===== config.mk =====
export PLATFORM = sky130hd
export DESIGN_NAME = combination_lock_seq
export DESIGN_NICKNAME = d
export VERILOG_FILES = /design/src/rtl/combination_lock_seq.sv
export SDC_FILE = /design/constraint.sdc
export NUM_CORES = 1
export LEC_CHECK = 0
export ABC_AREA = 1
export CAP_MARGIN = 20
export CORE_ASPECT_RATIO = 0.8
export CORE_MARGIN = 8
export CORE_UTILIZATION = 26
export DETAILED_ROUTE_END_ITERATION = 10
export MAX_ROUTING_LAYER = met4
export SYNTH_ARGS = -nofsm -noshare
export SYNTH_HDL_FRONTEND = slang
export SYNTH_SLANG_ARGS = --single-unit

===== constraint.sdc =====
create_clock -name clock -period 2.8 [get_ports clock]
set_clock_uncertainty 0.1 [all_clocks]
set_input_delay 0.28 -clock clock [delete_from_list [all_inputs] [get_ports clock]]
set_output_delay 0.28 -clock clock [all_outputs]
set_load 0.02 [all_outputs]

===== src/rtl/combination_lock_seq.sv =====
// combination_lock_seq
// Multi-digit combination lock controller. It collects keyed digits into an
// entry buffer and compares them against a stored code. The code can be
// changed on the device. Failed attempts are counted, and reaching
// MAX_TRIES raises a sticky alarm. The open state relocks by itself after
// OPEN_CYCLES clock cycles.
//
// Optional feature macro: COMBO_ALARM_CLEAR_EN
//   When defined, this adds the alarm_clear input, which releases ALARM
//   back to IDLE. The stored code is kept.
//   When undefined, ALARM is left only through resetn.

module combination_lock_seq #(
    parameter int DIGIT_W     = 4,
    parameter int NUM_DIGITS  = 4,
    parameter int MAX_TRIES   = 3,
    parameter int OPEN_CYCLES = 16,
    parameter logic [DIGIT_W*NUM_DIGITS-1:0] RESET_CODE = '0
) (
    input  logic                               clock,
    input  logic                               resetn,
    input  logic [DIGIT_W-1:0]                 digit,
    input  logic                               digit_valid,
`ifdef COMBO_ALARM_CLEAR_EN
    input  logic                               alarm_clear,
`endif
    input  logic                               enter,
    input  logic                               change,
    output logic                               open,
    output logic                               new_code,
    output logic                               alarm,
    output logic [$clog2(MAX_TRIES+1)-1:0]     fail_count
);

    localparam int CODE_W = DIGIT_W * NUM_DIGITS;
    localparam int CNT_W  = $clog2(NUM_DIGITS + 1);
    localparam int FAIL_W = $clog2(MAX_TRIES + 1);
    localparam int TMR_W  = (OPEN_CYCLES > 1) ? $clog2(OPEN_CYCLES) : 1;

    localparam logic [CNT_W-1:0]  CNT_FULL  = CNT_W'(NUM_DIGITS);
    localparam logic [FAIL_W-1:0] FAIL_MAX  = FAIL_W'(MAX_TRIES);
    localparam logic [TMR_W-1:0]  TMR_LOAD  = TMR_W'(OPEN_CYCLES - 1);

    typedef enum logic [1:0] {
        ST_IDLE  = 2'd0,
        ST_OPEN  = 2'd1,
        ST_NEW   = 2'd2,
        ST_ALARM = 2'd3
    } state_e;

    // Shift one digit into the low end of the entry buffer. The oldest
    // digit falls off the top, so the first keyed digit ends up in the
    // most significant position once the buffer is full.
    function automatic logic [CODE_W-1:0] shift_in(
        input logic [CODE_W-1:0]  b,
        input logic [DIGIT_W-1:0] d
    );
        logic [CODE_W+DIGIT_W-1:0] wide;
        wide = {b, d};
        return wide[CODE_W-1:0];
    endfunction

    // Add one failed attempt, saturating at MAX_TRIES.
    function automatic logic [FAIL_W-1:0] fail_bump(input logic [FAIL_W-1:0] f);
        logic [FAIL_W-1:0] r;
        if (f >= FAIL_MAX) begin
            r = FAIL_MAX;
        end else begin
            r = f + FAIL_W'(1);
        end
        return r;
    endfunction

    state_e              state_q,    state_d;
    logic [CODE_W-1:0]   code_q,     code_d;
    logic [CODE_W-1:0]   entry_q,    entry_d;
    logic [CNT_W-1:0]    cnt_q,      cnt_d;
    logic [TMR_W-1:0]    timer_q,    timer_d;
    logic [FAIL_W-1:0]   fail_q,     fail_d;
    logic                open_q,     open_d;
    logic                new_code_q, new_code_d;
    logic                alarm_q,    alarm_d;

    logic                alarm_clear_s;
    logic                match_s;
    logic                digit_take_s;
    logic                full_s;
    logic [FAIL_W-1:0]   fail_inc_s;

`ifdef COMBO_ALARM_CLEAR_EN
    assign alarm_clear_s = alarm_clear;
`else
    assign alarm_clear_s = 1'b0;
`endif

    // Entry-buffer status and the failure count a rejected submit would produce.
    always_comb begin
        full_s       = (cnt_q == CNT_FULL);
        match_s      = full_s && (entry_q == code_q);
        digit_take_s = digit_valid && (cnt_q < CNT_FULL);
        fail_inc_s   = fail_bump(fail_q);
    end

    // Next-state, datapath updates and Moore output decode of the next state.
    always_comb begin
        state_d = state_q;
        code_d  = code_q;
        entry_d = entry_q;
        cnt_d   = cnt_q;
        timer_d = timer_q;
        fail_d  = fail_q;

        case (state_q)
            ST_IDLE: begin
                if (enter || change) begin
                    // Digits in the same cycle are dropped. The comparison uses
                    // the buffer contents from before this edge.
                    entry_d = '0;
                    cnt_d   = '0;
                    if (match_s) begin
                        fail_d = '0;
                        if (enter) begin
                            state_d = ST_OPEN;
                            timer_d = TMR_LOAD;
                        end else begin
                            state_d = ST_NEW;
                        end
                    end else begin
                        fail_d = fail_inc_s;
                        if (fail_inc_s == FAIL_MAX) begin
                            state_d = ST_ALARM;
                        end else begin
                            state_d = ST_IDLE;
                        end
                    end
                end else if (digit_take_s) begin
                    entry_d = shift_in(entry_q, digit);
                    cnt_d   = cnt_q + CNT_W'(1);
                end else begin
                    state_d = ST_IDLE;
                end
            end

            ST_OPEN: begin
                // Digits are ignored while open. The buffer is already empty here.
                if (enter || (timer_q == '0)) begin
                    state_d = ST_IDLE;
                    timer_d = '0;
                    entry_d = '0;
                    cnt_d   = '0;
                end else begin
                    timer_d = timer_q - TMR_W'(1);
                end
            end

            ST_NEW: begin
                if (enter) begin
                    // A short entry aborts the change. It does not count as a failure.
                    if (full_s) begin
                        code_d = entry_q;
                    end else begin
                        code_d = code_q;
                    end
                    state_d = ST_IDLE;
                    entry_d = '0;
                    cnt_d   = '0;
                end else if (change) begin
                    state_d = ST_IDLE;
                    entry_d = '0;
                    cnt_d   = '0;
                end else if (digit_take_s) begin
                    entry_d = shift_in(entry_q, digit);
                    cnt_d   = cnt_q + CNT_W'(1);
                end else begin
                    state_d = ST_NEW;
                end
            end

            ST_ALARM: begin
                if (alarm_clear_s) begin
                    state_d = ST_IDLE;
                    fail_d  = '0;
                    entry_d = '0;
                    cnt_d   = '0;
                end else begin
                    state_d = ST_ALARM;
                end
            end

            default: begin
                state_d = ST_IDLE;
                entry_d = '0;
                cnt_d   = '0;
                timer_d = '0;
                fail_d  = '0;
            end
        endcase

        open_d     = (state_d == ST_OPEN);
        new_code_d = (state_d == ST_NEW);
        alarm_d    = (state_d == ST_ALARM);
    end

    // State, datapath and output registers. Reset returns to IDLE with the reset code.
    always_ff @(posedge clock or negedge resetn) begin
        if (!resetn) begin
            state_q    <= ST_IDLE;
            code_q     <= RESET_CODE;
            entry_q    <= '0;
            cnt_q      <= '0;
            timer_q    <= '0;
            fail_q     <= '0;
            open_q     <= 1'b0;
            new_code_q <= 1'b0;
            alarm_q    <= 1'b0;
        end else begin
            state_q    <= state_d;
            code_q     <= code_d;
            entry_q    <= entry_d;
            cnt_q      <= cnt_d;
            timer_q    <= timer_d;
            fail_q     <= fail_d;
            open_q     <= open_d;
            new_code_q <= new_code_d;
            alarm_q    <= alarm_d;
        end
    end

    assign open       = open_q;
    assign new_code   = new_code_q;
    assign alarm      = alarm_q;
    assign fail_count = fail_q;

endmodule

; Yosys cells after proc, flatten, opt, wreduce, memory -nomap -nowiden
; Cells that the tools add are included.
[word_totals]
regBits = 46
inputBits = 9
out_inout_bits = 5
word_cells = 68
[op_classes]
n_addsub = 3
n_lt_le_gt_ge = 2
n_eq_ne = 13
mux = 29
bitwise_logic = 1
n_reduce_logical = 11
[op_table]
columns = operator, count
row1 = $mux W16, 5
row2 = $pmux W16 S3, 1
row3 = $mux W2, 11
row4 = $eq A16 B16 Y1, 1
row5 = $mux W4, 4
row6 = $mux W3, 5
row7 = $eq A2 B2 Y1 const B, 5
row8 = $pmux W3 S3, 1
row9 = $ne A2 B2 Y1 const B, 4
row10 = $pmux W2 S4, 1
row11 = $pmux W4 S2, 1
row12 = $eq A2 B1 Y1 const B, 2
row13 = $logic_not A4 Y1, 1
row14 = $reduce_and A2 Y1, 2
row15 = $reduce_and A4 Y1, 1
row16 = $sub A4 B1 Y4 const B, 1
row17 = $add A3 B1 Y3 const B, 1
row18 = $eq A3 B3 Y1 const B, 1
row19 = $lt A3 B3 Y1 const B, 1
row20 = $reduce_and A3 Y1, 1
row21 = $add A2 B1 Y2 const B, 1
row22 = $ge A2 B2 Y1 const B, 1
row23 = $logic_and A1 B1 Y1, 2
row24 = $logic_not A2 Y1, 1
row25 = 3 further kinds, 4

; Depth between registers and ports, before layout
; Gate-level depths: netlist of run 1.
[depth]
word_depth = 8
ltp_mapped = 14
depth_no_buf = 14

; Worst setup path before layout of run 1
; No wires, ideal clock.
[synth_path]
kind = reg2reg
startpoint = reg timer_q[0]
endpoint = reg entry_q[5]
setup_ns = 0.124
arrival_time_ns = 1.423
t_required_ns = 2.576
path_slack_ns = 1.154
stages_incl_launch_ff = 12
n_path_buf = 1
synth_period_minus_slack_ns = 1.646
cell_sequence = dfrtp_1 inv_1 ha_1 a31oi_2 nand2_1 nand2_1 inv_2 nand2_4 inv_2 buf_2 o21ai_1 a21oi_1
[synth_via]
elab_chain_cells = 4
[synth_rtl]
columns = element, line
row1 = from (decl), 78  ; logic [TMR_W-1:0] timer_q, timer_d;
row2 = from (signal assigned), 221  ; timer_q <= timer_d;
row3 = $logic_not A4 Y1, 146  ; if (enter || (timer_q == '0)) begin
row4 = $logic_or A1 B1 Y1, 146
row5 = $ne A2 B2 Y1 (no source line), --
row6 = $reduce_and A2 Y1 (no source line), --
row7 = to (signal assigned), 219  ; entry_q <= entry_d;
row8 = to (decl), 76  ; logic [CODE_W-1:0] entry_q, entry_d;
; Every way passes these cells.
; A chain may end at the register's enable or synchronous reset.

; Final worst setup path of run 1
[layout_path]
startpoint = reg timer_q[0]
endpoint = reg cnt_q[1]
[layout_via]
elab_chain_cells = 4
[layout_rtl]
columns = element, line
row1 = $logic_not A4 Y1, 146
row2 = $logic_or A1 B1 Y1, 146
row3 = $ne A2 B2 Y1 (no source line), --
row4 = $reduce_and A2 Y1 (no source line), --
row5 = to (signal assigned), 220  ; cnt_q <= cnt_d;
row6 = to (decl), 77  ; logic [CNT_W-1:0] cnt_q, cnt_d;
; Every way passes these cells.

==> key figures, run 1 <==
Critical path
  – Critical Path RT: 2890 ps
  – CP Class: flip-flop to flip-flop
  – Worst r2r path cells: 9
  – Worst r2r dst: cnt_q[1]
  – CP Max Fanout: 13
  – Crit path max-delay family: compound AO/OA/AOI/OAI gates
  – Element type at the critical path start: flip-flop
  – FF-to-FF setup slack: 820 ps
  – Critical Path End: cnt_q[1]
  – Crit. path cell count: 9
  – Crit-path max cell delay: 360 ps
  – CP cell instances: inv_1, ha_1, a31oi_2, nand2_1, nand2_1, inv_2, nand2_2, inv_1, a211oi_1
  – Slowest cell on crit path: dfrtp_1
  – Setup crit end kind: flip-flop
  – Worst path arrival time: 2060 ps
  – Buffers & Inverters on Critical Path: 3
  – Worst r2r src: timer_q[0]
  – Start point of the critical path: timer_q[0]

Timing
  – Setup_tns: 0 ps
  – Final hold vios: 0
  – RSZ-0062 raised after global routing: false
  – Final period utilization: 70.6%
  – Fmax: 506 MHz
  – Slew Limit Fails: 0
  – Least-Margin Pin Slew: 354 ps
  – Min cycle time layout: 1980 ps
  – Slew margin rel.: 76.4%
  – Finish-stage setup viols: 0
  – Final WS setup: 823 ps

Route
  – M1 WL: 2860 µm
  – WL met3: 175 µm
  – Pre-antenna DRT Iters: 4
  – Initial DRC count: 120
  – Routed WL per cell: 11.6 µm
  – Routed vias/inst: 4.38
  – Met2 routed WL: 2270 µm
  – Final ANT Viol Nets: 0
  – WL final: 5360 µm
  – DRC viols: 0
  – Highest Signal Layer: met4
  – Routed vias: 2,017

Outcome
  – Outcome: complete, no violations

Power and ir drop
  – Power Total: 2780 µW
  – Leakage: 0.00139 µW
  – PD cells: 950 nW/µm²
  – Max VDD drop: 299 µV

Run
  – Max cap viols: 0

Global routing
  – Largest net degree at the start of global routing: 47
  – GR Overflow Total: 0
  – Vias in the first global route: 2,020
  – Total GRT Usage: 9.02%
  – Initial antenna violation count: 0
  – First-pass GRT wire length: 9490 µm

Yosys
  – Share of flip-flops with an asynchronous set or reset: 100%
  – Mapped Nets: 342
  – Synth cell types: 29
  – Predominant post-synthesis flop cell: dfrtp_1
  – Mapped cell area: 2500 µm²
  – Most frequent cell after synthesis: nand2_1
  – Syn Area/Cell: 7.70 µm²
  – Area fraction of the dominant cell type after synthesis: 46.0%
  – Synth cell count leaders: nand2_1 (76), dfrtp_1 (46), inv_1 (44)
  – Ys Warns: 0
  – Mapped Cells: 325
  – Top area cells in the synthesized netlist: dfrtp_1 (46%), nand2_1 (11%), inv_1 (6.6%), nor2_1 (5.1%), o21ai_0 (4.4%)
  – Yosys reg bits: 46
  – Number of synthesized flops with an enable pin: 0
  – Synth area leader: dfrtp_1
  – Sequential cell area fraction in the yosys report: 46.0%

Clock network
  – CTS root buf: clkbuf_16
  – Cts bufs inserted: 5
  – CTS sink cnt: 46
  – H-tree depth: 2
  – Clk buf depth: 2
  – CTS tree: built
  – Clock slew at the register clock pins of the worst setup and hold paths: 60 ps
  – Post-CTS Setup Bufs: 0
  – Clk_lat worst skew: 280 ps

Placed design
  – IO buf count: 13
  – Place WS: 697 ps
  – Routability congestion estimate: 0.791
  – Post-DP HPWL: 3930 µm

Cells and area
  – Share of cells above drive strength 1: 10.5%
  – Final nets: 358
  – Area growth syn-to-layout: 16.8%
  – Fin util: 30.8%
  – Antenna diode count: 0

Min path
  – Hold WC Path Type: input pin to asynchronous set/reset pin

Die
  – Die Area: 13,000 µm²
  – Die W: 126 µm
  – Die height: 104 µm
  – Top Ports: 14
  – Core Box Area: 9490 µm²
  – Initial core utilization: 26.4%
  – Rows: 32
[placed cells by master, fill, tap and decap left out, types with 2 or more instances in the layout]
master / synthesis / final
nand2_1: 76 / 76
dfrtp_1: 46 / 46
inv_1: 44 / 44
nor2_1: 34 / 34
o21ai_0: 22 / 22
a21oi_1: 19 / 19
clkdlybuf4s50_1: 0 / 12
inv_2: 11 / 11
o21ai_1: 10 / 10
nand4_1: 9 / 9
nand3_1: 9 / 9
ha_1: 8 / 8
nand2_2: 6 / 6
a211oi_1: 6 / 6
clkbuf_16: 0 / 5
xnor2_1: 3 / 3
nor3_1: 3 / 3
nor2_2: 2 / 2
xor2_1: 2 / 2
[stage by stage]
step	cells	hold slack [ps]	instance area (µm²)
global placement	451	391	2740
detailed placement	451	395	2740
floorplan	325	-116	2500
finish	461	314	2920
global route	461	328	2920
CTS	459	132	2890
[metal layers]
layer / up-vias / global-route usage [%]
met5: - / -
met4: 0 / 2.69
met3: 7 / 2.36
met2: 31 / 13.2
met1: 926 / 11.9
li1: 1053 / -
[cell type report]
class	instances	area (µm²)
clock buffer	6	139
clock inverter	2	12.5
fill	994	6570
inverter	55	206
multi-input combinational	217	1100
sequential	46	1150
tap	119	149
timing repair buffer	16	163
[state kept, by name, summed over array words and instances, names as in the netlist]
name / count
alarm: 1
cnt_q: 3
code_q: 16
entry_q: 16
fail_count: 2
new_code: 1
open: 1
state_q: 2
timer_q: 4
[worst reg2reg max path: stages (launching register included)]
cell,delay (ps)
dfrtp_1,360
inv_1,80
ha_1,220
a31oi_2,210
nand2_1,100
nand2_1,100
inv_2,70
nand2_2,190
inv_1,190
a211oi_1,260
[worst min-delay path by stage]
stage | startpoint | endpoint | slack (ps) | cells after the start
after detailed placement | entry_q[2] | code_q[2] | 400 | 2
after floorplan | resetn | alarm | -120 | 0
after CTS | resetn | code_q[4] | 130 | 1
final | resetn | code_q[4] | 310 | 2
after global placement | entry_q[9] | code_q[9] | 390 | 2
after global routing | resetn | entry_q[4] | 330 | 2
[cells by family (layout without fill, tap and decap cells)]
family                     count (synthesis)  count (layout)  share of synthesized area [%]
xor gates and xnor gates                   5               5                           1.75
DFF                                       46              46                           46.0
adders and majority gates                  8               8                           4.00
and+or+nand+nor                          145             145                           25.4
AOI/OAI and AO/OA                         58              58                           12.5
muxes                                      1               1                          0.450
buffers and inverters                     62              79                           9.90
[report_power, final]
group	switching [µW]	total (µW)	internal (µW)
logic	730	1120	387
registers	178	1060	880
clock network	250	603	354
[repair_timing]
item	CTS	global route
resized for setup	0	0
setup endpoints to repair	0	0
hold buffers	0	1
endpoints found under the hold margin	0	10
Power figures use the tool's default switching activity.
==> run 2: changes to the inputs <==
- clock period: 2.8 -> 1.8 ns (I/O delays scaled with it)
==> key figures, run 2 (synthesized netlist as in run 1, its figures left out) <==
Timing
  – Setup_tns: 0 ps
  – RSZ-0062 raised after global routing: true
  – Min cycle time layout: 1740 ps
  – Slew margin rel.: 81.0%
  – Final hold vios: 0
  – Least-Margin Pin Slew: 284 ps
  – Final period utilization: 96.9%
  – Slew Limit Fails: 0
  – Fmax: 574 MHz
  – Finish-stage setup viols: 0

Die
  – Rows: 32
  – Top Ports: 14
  – Die W: 126 µm
  – Die height: 104 µm
  – Die Area: 13,000 µm²
  – Core Box Area: 9490 µm²
  – Initial core utilization: 26.4%

Power and ir drop
  – Switching part of the total: 39.5%
  – Leakage: 0.00154 µW
  – Seq pwr share: 32.3%
  – Switching power: 2010 µW
  – Comb power frac: 43.7%
  – Max VDD drop: 556 µV
  – PD cells: 1570 nW/µm²
  – Clk pwr share: 23.9%
  – Power Internal: 3070 µW

Cells and area
  – Top flop regs: code_q: 16 flops, entry_q: 16 flops, timer_q: 4 flops
  – Design area: 3250 µm²
  – Most frequent cells in the layout: nand2_1 (71), dfrtp_1 (46), inv_1 (39)
  – Antenna diode count: 0
  – Final nets: 374
  – Most common cell after layout, fill and taps aside: nand2_1
  – Share of cells above drive strength 1: 22.6%
  – Area growth syn-to-layout: 29.8%

Critical path
  – CP Class: flip-flop to flip-flop
  – CP Max Fanout: 4
  – Worst path arrival time: 1870 ps
  – Critical Path RT: 1930 ps
  – Element type at the critical path start: flip-flop
  – Setup crit end kind: flip-flop

Clock network
  – H-tree depth: 2
  – Clock slew at the register clock pins of the worst setup and hold paths: 70 ps
  – CTS tree: built
  – Cts bufs inserted: 5
  – Clk buf depth: 2
  – Clk_lat worst skew: 300 ps
  – CTS sink cnt: 46
  – CTS root buf: clkbuf_16

Route
  – Routed vias/inst: 4.36
  – Pre-antenna DRT Iters: 4
  – Routed vias: 2,079
  – WL final: 5550 µm
  – Final ANT Viol Nets: 0
  – DRC viols: 0
  – Initial DRC count: 107
  – Routed WL per cell: 11.6 µm

Global routing
  – Vias in the first global route: 2,110
  – First-pass GRT wire length: 9790 µm
  – Largest net degree at the start of global routing: 47
  – Total GRT Usage: 9.38%
  – GR Overflow Total: 0
  – Initial antenna violation count: 0

Placed design
  – Post-DP HPWL: 3990 µm
  – Routability congestion estimate: 0.822
  – Placed inst area: 2850 µm²
  – IO buf count: 13

Run
  – Max cap viols: 0

Min path
  – Hold WC Path Type: input pin to asynchronous set/reset pin

Outcome
  – Outcome: complete, no violations
==> run 2: cell count changes in the layout (fill, tap and decap cells not counted), sizes merged <==
cell and change:
bufinv +2, buf +15, inv -1
==> run 2: critical path, stage by stage, from the launching register on <==
cell,delay [ps]
dfrtp_1,390
inv_2,80
ha_4,140
nand2_4,50
inv_2,70
nand2_2,40
nor2_2,80
nand2_2,70
nor2_4,130
nand3_2,90
nand2_2,110
nand3_2,90
nand2_4,110
inv_2,40
nor2_2,90
==> run 2: area by class of cell <==
| type | instances | area [µm²] |
|---|---|---|
| sequential | 46 | 1150 |
| clock inverter | 3 | 68.8 |
| multi-input combinational | 217 | 1220 |
| fill | 983 | 6240 |
| inverter | 55 | 218 |
| tap | 119 | 149 |
| timing repair buffer | 32 | 313 |
| clock buffer | 5 | 125 |
==> run 2: timing repair <==
item / in CTS / in global routing
endpoints found under the hold margin: 46 / 0
pin swaps: 2 / 17
buffers inserted: 0 / 4
gates cloned: 0 / 1
hold buffers: 1 / 0
endpoints found under the setup margin: 4 / 30
gates resized for setup: 2 / 38
==> run 2: per-stage QoR <==
step	utilization (%)	hold WS, ps	worst slack [ps]	std cells	total power [µW]
2_1_floorplan	-	-216	154	325	2950
3_3_place_gp	30.0	99.9	-15.6	463	3480
3_5_place_dp	30.0	99.9	-66.3	463	3520
4_1_cts	32.2	313	-1.22	472	4780
5_1_grt	34.2	323	-97.5	477	5520
6_report	34.2	289	56.7	477	5080
==> run 2: metal layers <==
layer | GRT usage [%] | share of wire (%)
met4 | 3.21 | 1.4
met2 | 13.2 | 42
met3 | 2.77 | 4.4
met5 | - | 0
met1 | 12.5 | 52
==> run 2: path summary, 6_finish.rpt <==
path | start | end | slack (ps) | cells past startpoint
max in group asynchronous | resetn | code_q[15] | 1080 | 3
min | resetn | code_q[2] | 290 | 3
min reg2reg | entry_q[9] | code_q[9] | 400 | 2
max | cnt_q[1] | new_code | 60 | 14
max reg2reg | cnt_q[1] | new_code | 60 | 14
min in group clock | entry_q[9] | code_q[9] | 400 | 2
==> run 2: power by group through the flow <==
| stage | Clock [µW] | Sequential (µW) | Combinational [µW] |
|---|---|---|---|
| after floorplan | 0 | 1620 | 1330 |
| after global placement | 0 | 1650 | 1830 |
| after detailed placement | 0 | 1650 | 1870 |
| after CTS | 1240 | 1640 | 1900 |
| after global routing | 1290 | 1700 | 2540 |
| final | 1220 | 1640 | 2220 |
